**src/rtl/cmd_router.sv**
```systemverilog
// cmd_router: host packet engine between a byte link and the slave bus.
// Parses write/read commands, strobes writes and serializes read replies.
module cmd_router #(
   parameter int N       = 26,
   parameter int TIMEOUT = 1000
) (
   input  logic         clk,
   input  logic         n_rst,
   input  logic [7:0]   rx_data,
   input  logic         rx_valid,
   output logic [7:0]   tx_data,
   output logic         tx_valid,
   input  logic         tx_ready,
   output logic [7:0]   master_data,
   output logic [N-1:0] valid_bus,
   output logic [N-1:0] rdreq_bus,
   input  logic [7:0]   len,
   input  logic [7:0]   slave_data,
   output logic         busy,
   output logic         err
);

   localparam int            TW     = $clog2(TIMEOUT + 1);
   localparam logic [TW-1:0] T_LAST = TW'(TIMEOUT - 1);
   localparam logic [6:0]    N_ADDR = 7'(N);

   typedef enum logic [2:0] {
      IDLE,
      WR_LEN,
      WR_DATA,
      RD_HDR0,
      RD_HDR1,
      RD_DATA
   } state_t;

   state_t        state;
   logic [6:0]    addr;
   logic [7:0]    cnt;
   logic [TW-1:0] timer;
   logic [7:0]    tx_hold;

   logic          rx_addr_ok;
   logic          tx_fire;
   logic          last;
   logic          wr_state;
   logic          rd_state;
   logic          timeout_hit;
   logic [N-1:0]  addr_oh;

   // Out-of-range addresses decode to all-zero, which suppresses strobes.
   function automatic logic [N-1:0] decode(input logic [6:0] a);
      logic [N-1:0] v;
      for (int i = 0; i < N; i++) begin
         v[i] = (a == 7'(i));
      end
      return v;
   endfunction

   assign addr_oh     = decode(addr);
   assign rx_addr_ok  = (rx_data[6:0] < N_ADDR);
   assign tx_fire     = tx_valid & tx_ready;
   assign last        = (cnt == 8'd1);
   assign wr_state    = (state == WR_LEN) || (state == WR_DATA);
   assign rd_state    = (state == RD_HDR0) || (state == RD_HDR1) ||
                        (state == RD_DATA);
   assign timeout_hit = wr_state && !rx_valid && (timer == T_LAST);

   assign busy      = (state != IDLE);
   assign tx_data   = (state == RD_DATA) ? slave_data : tx_hold;
   assign rdreq_bus = (state == RD_DATA && tx_fire) ? addr_oh : '0;

   always_ff @(posedge clk or negedge n_rst) begin
      if (!n_rst) begin
         state       <= IDLE;
         addr        <= '0;
         cnt         <= '0;
         timer       <= '0;
         tx_hold     <= '0;
         tx_valid    <= 1'b0;
         master_data <= '0;
         valid_bus   <= '0;
         err         <= 1'b0;
      end else begin
         valid_bus <= '0;
         err       <= rx_valid & rd_state;
         if (wr_state && !rx_valid && !timeout_hit) begin
            timer <= timer + TW'(1);
         end else begin
            timer <= '0;
         end

         unique case (state)
            IDLE: begin
               if (rx_valid) begin
                  addr <= rx_data[6:0];
                  if (rx_data[7]) begin
                     cnt      <= rx_addr_ok ? len : 8'd0;
                     tx_hold  <= {1'b1, rx_data[6:0]};
                     tx_valid <= 1'b1;
                     state    <= RD_HDR0;
                  end else begin
                     state <= WR_LEN;
                  end
               end
            end

            WR_LEN: begin
               if (rx_valid) begin
                  cnt   <= rx_data;
                  state <= (rx_data == 8'd0) ? IDLE : WR_DATA;
               end else if (timeout_hit) begin
                  err   <= 1'b1;
                  state <= IDLE;
               end
            end

            WR_DATA: begin
               if (rx_valid) begin
                  master_data <= rx_data;
                  valid_bus   <= addr_oh;
                  cnt         <= cnt - 8'd1;
                  if (last) begin
                     state <= IDLE;
                  end
               end else if (timeout_hit) begin
                  err   <= 1'b1;
                  state <= IDLE;
               end
            end

            RD_HDR0: begin
               if (tx_fire) begin
                  tx_hold <= cnt;
                  state   <= RD_HDR1;
               end
            end

            RD_HDR1: begin
               if (tx_fire) begin
                  if (cnt == 8'd0) begin
                     tx_valid <= 1'b0;
                     state    <= IDLE;
                  end else begin
                     state <= RD_DATA;
                  end
               end
            end

            RD_DATA: begin
               if (tx_fire) begin
                  cnt <= cnt - 8'd1;
                  if (last) begin
                     tx_valid <= 1'b0;
                     state    <= IDLE;
                  end
               end
            end

            default: begin
               tx_valid <= 1'b0;
               state    <= IDLE;
            end
         endcase
      end
   end

endmodule
```
**config.mk**
```make
export PLATFORM = sky130hd
export DESIGN_NAME = cmd_router
export DESIGN_NICKNAME = d
export VERILOG_FILES = /design/src/rtl/cmd_router.sv
export SDC_FILE = /design/constraint.sdc
export NUM_CORES = 1
export LEC_CHECK = 0
export BUFFER_PORTS_ARGS = -buffer_cell sky130_fd_sc_hd__buf_2
export CAP_MARGIN = 30
export CELL_PAD_IN_SITES_DETAIL_PLACEMENT = 0
export CELL_PAD_IN_SITES_GLOBAL_PLACEMENT = 2
export CORE_ASPECT_RATIO = 0.9
export CORE_MARGIN = 3
export CORE_UTILIZATION = 28
export DETAILED_ROUTE_END_ITERATION = 7
export PLACE_DENSITY_LB_ADDON = 0.2
export RECOVER_POWER = 100
export SYNTH_ARGS = -nofsm -noshare
export SYNTH_HDL_FRONTEND = slang
export SYNTH_SLANG_ARGS = --single-unit
```
**constraint.sdc**
```tcl
create_clock -name clk -period 1.85 [get_ports clk]
set_clock_uncertainty 0.15 [all_clocks]
set_input_delay 0.0925 -clock clk [delete_from_list [all_inputs] [get_ports clk]]
set_output_delay 0.0925 -clock clk [all_outputs]
set_load 0.1 [all_outputs]
```
==> out/metrics.yaml <==
logic_synthesis:
  seq_area_frac_synth: 0.487
  synth_cell_types: 54
  syn_area_per_cell_sq_um: 9.10
  yosys_register_bits: 72
  async_flop_share: 1.00
  ys_top_cells_by_area: "dfrtp_1 49%, nor2_1 8.8%, nand2_1 5.3%, mux2_1 4.6%, a21oi_1 2.7%"
  synth_nets: 438
  synth_ff_type: "dfrtp_1"
  syn_inst: 406
  syn_area_sq_um: 3700
  synth_edf_count: 0
  synth_top_area_frac: 0.487
  ys_warn_count: 0
  synth_top_area_cell: "dfrtp_1"
route:
  viasPerCell: 4.86
  met1_length_mm: 5.78
  dr.pass1.iters: 4
  postRouteAntennaNets: 0
  routedWlPerCell_um: 16.8
  first_iter_violations: 176
  dr_wl_met3_um: 672
  drc: 0
  wl_mm: 12.7
  top_layer_used: "met4"
  met2_length_mm: 5.97
  vias: 3681
clock_tree:
  htreeDepth: 3
  cts-root-buf: "clkbuf_16"
  path_clk_slew_ps: 60
  clock_latency_ps: 330
  cts_sinks: 72
  cts_buffers: 9
  tritoncts: "yes"
  clockBufferDepth: 2
floorplan:
  start_util: 0.289
  die_h_um: 115
  die_w_um: 127
  die_area_sq_um: 14600
  core_sq_um: 12800
  rows: 39
  num_io_pins: 99
final_layout:
  diodes: 0
  drive_above_1_share: 0.472
  layout.nets: 620
  final_cell_mix: "68 x dfrtp_1, 58 x nor2_1, 53 x buf_4, 42 x nand2_1, 38 x buf_12"
  final_util: 0.505
  n_fill_cell: 1216
  area_growth_pct: 74.7
  final_common_cell: "dfrtp_1"
critical_path:
  cp_top_family: "simple AND/OR/NAND/NOR gates"
  cp-start-kind: "register"
  path_max_fanout: 8
  path_common_cell: "nor2_4"
  arrival_ps: 1790
  worstSetupEndpointType: "output pin"
  worstPathRequired_ps: 1610
  critical_path_class: "reg -> out"
  critPathSlowestCell: "dfrtp_1"
  cp.depth: 6
  critical-path-max-stage-delay_ps: 420
  r2r_cells: 7
  cp_cell_sequence: "nand3b_1, nor2_4, buf_6, nand2_8, nor2_4, buf_12"
  path_buf_inv: 2
placement:
  pre_cts_ws_ps: -51.9
  numPortBuffers: 98
  gp_congestion: 0.849
  dp_hpwl_mm: 9.32
sta:
  timing.setup.tns_ps: -5740
  setup_ws_ps: -179
  fmax_mhz: 493
  fin_crit_ps: 2030
  setup_violations: 56
  rsz0062_at_grt: "true"
  final.period_utilization: 1.10
  slew_headroom: 0.327
  hold_viol_final: 0
  slew_viol_final: 0
  tightest_slew_ps: 1010
grt:
  antenna_found_initial: 0
  gr-total-overflow: 0
  groute.usage.overall: 0.175
  grt_max_degree: 32
  grt_pass1_wl_mm: 20.0
  grt_pass1_vias: 3649
pwr:
  p_leak_nw: 2.83
  ir_drop_uv: 331
  power_density_nw_per_um2: 568
worst_hold_path:
  hold_class: "in -> reg"
  holdPathStages: 4
outcome:
  violations: "setup timing"
  status: "finished with violations"
flow_run:
  cap_viol_max_count: 0
synth_stat cells, types with 6 or more instances:
master   count
a21oi_1     20
and3_1       6
buf_2        9
dfrtp_1     72
inv_1        6
mux2_1      15
mux2i_1      8
nand2_1     52
nand3_1     15
nor2_1      87
nor2b_1     10
o21ai_0      7
o21ai_1     13
o22ai_1      6
routing by layer:
metal | vias to the layer above | GRT usage
li1 | 1777 | -
met1 | 1762 | 0.235
met2 | 122 | 0.284
met3 | 20 | 0.0446
met4 | 0 | 0.0457
met5 | - | 0
flip-flops by register name, summed over array words and instances, names as in the netlist:
| name | flops |
|---|---|
| tx_hold | 8 |
| addr | 7 |
| err | 1 |
| cnt | 8 |
| tx_valid | 1 |
| master_data | 8 |
| valid_bus | 26 |
| timer | 10 |
| state | 3 |
final cells by class:
type                            count  area [sq um]  share of cell area
Tap cell                          164           205              0.0318
Timing Repair Buffer              188          1820               0.282
Clock buffer                       11           253              0.0391
Clock inverter                      5          38.8             0.00601
Inverter                            8          30.0             0.00465
Sequential cell                    72          1810               0.280
Multi-Input combinational cell    309          2300               0.356
report_power, final:
group / switching, mW / internal [mW] / total (mW)
Sequential: 0.0261 / 1.60 / 1.62
Clock: 0.704 / 0.988 / 1.69
Combinational: 0.235 / 0.117 / 0.352
Total: 0.966 / 2.70 / 3.67
kinds of logic after synthesis:
family | Yosys count | synth area share
adder cells (fa/ha/maj) | 4 | 0.0135
XOR/XNOR | 8 | 0.0190
AND/OR/NAND/NOR | 206 | 0.267
AO/OA/AOI/OAI | 67 | 0.111
multiplexers | 24 | 0.0704
buffers and inverters | 25 | 0.0315
flip-flops | 72 | 0.487
worst register-to-register path, stage by stage, from the launching register on:
cell and delay, ps:
dfrtp_1 410, buf_4 130, buf_4 100, or3b_4 390, nor2_4 140, clkbuf_4 210
nand2_1 200, nor2_1 170
final timing paths:
path	start	end	slack, ps
max	state[1]$_DFFE_PN0P_	rdreq_bus[6]	-180
min	len[5]	cnt[5]$_DFFE_PN0P_	40
max reg2reg	state[1]$_DFFE_PN0P_	valid_bus[19]$_DFF_PN0_	-120
min reg2reg	master_data[5]$_DFFE_PN0P_	master_data[5]$_DFFE_PN0P_	330
max in group asynchronous	n_rst	cnt[5]$_DFFE_PN0P_	100
min in group asynchronous	n_rst	timer[2]$_DFF_PN0_	310
through the flow:
step	hold slack, ps	cell area, sq um	total power, mW	instances
finish	37.1	6460	3.67	757
global route	55.0	6460	3.80	757
CTS	4.18	6220	3.72	749
detailed placement	-87.5	5530	1.95	708
global placement	-90.4	5530	1.95	708
floorplan	-353	3950	1.80	406
timing repair:
| action | CTS | global route |
|---|---|---|
| pin swaps | 11 | 20 |
| hold buffers | 15 | 1 |
| resized for setup | 36 | 49 |
| buffers inserted | 10 | 10 |
| endpoints found under the setup margin | 75 | 102 |
| cloned | 0 | 1 |
| endpoints found under the hold margin | 62 | 1 |
No activity file was read; power rests on OpenSTA's default activity.
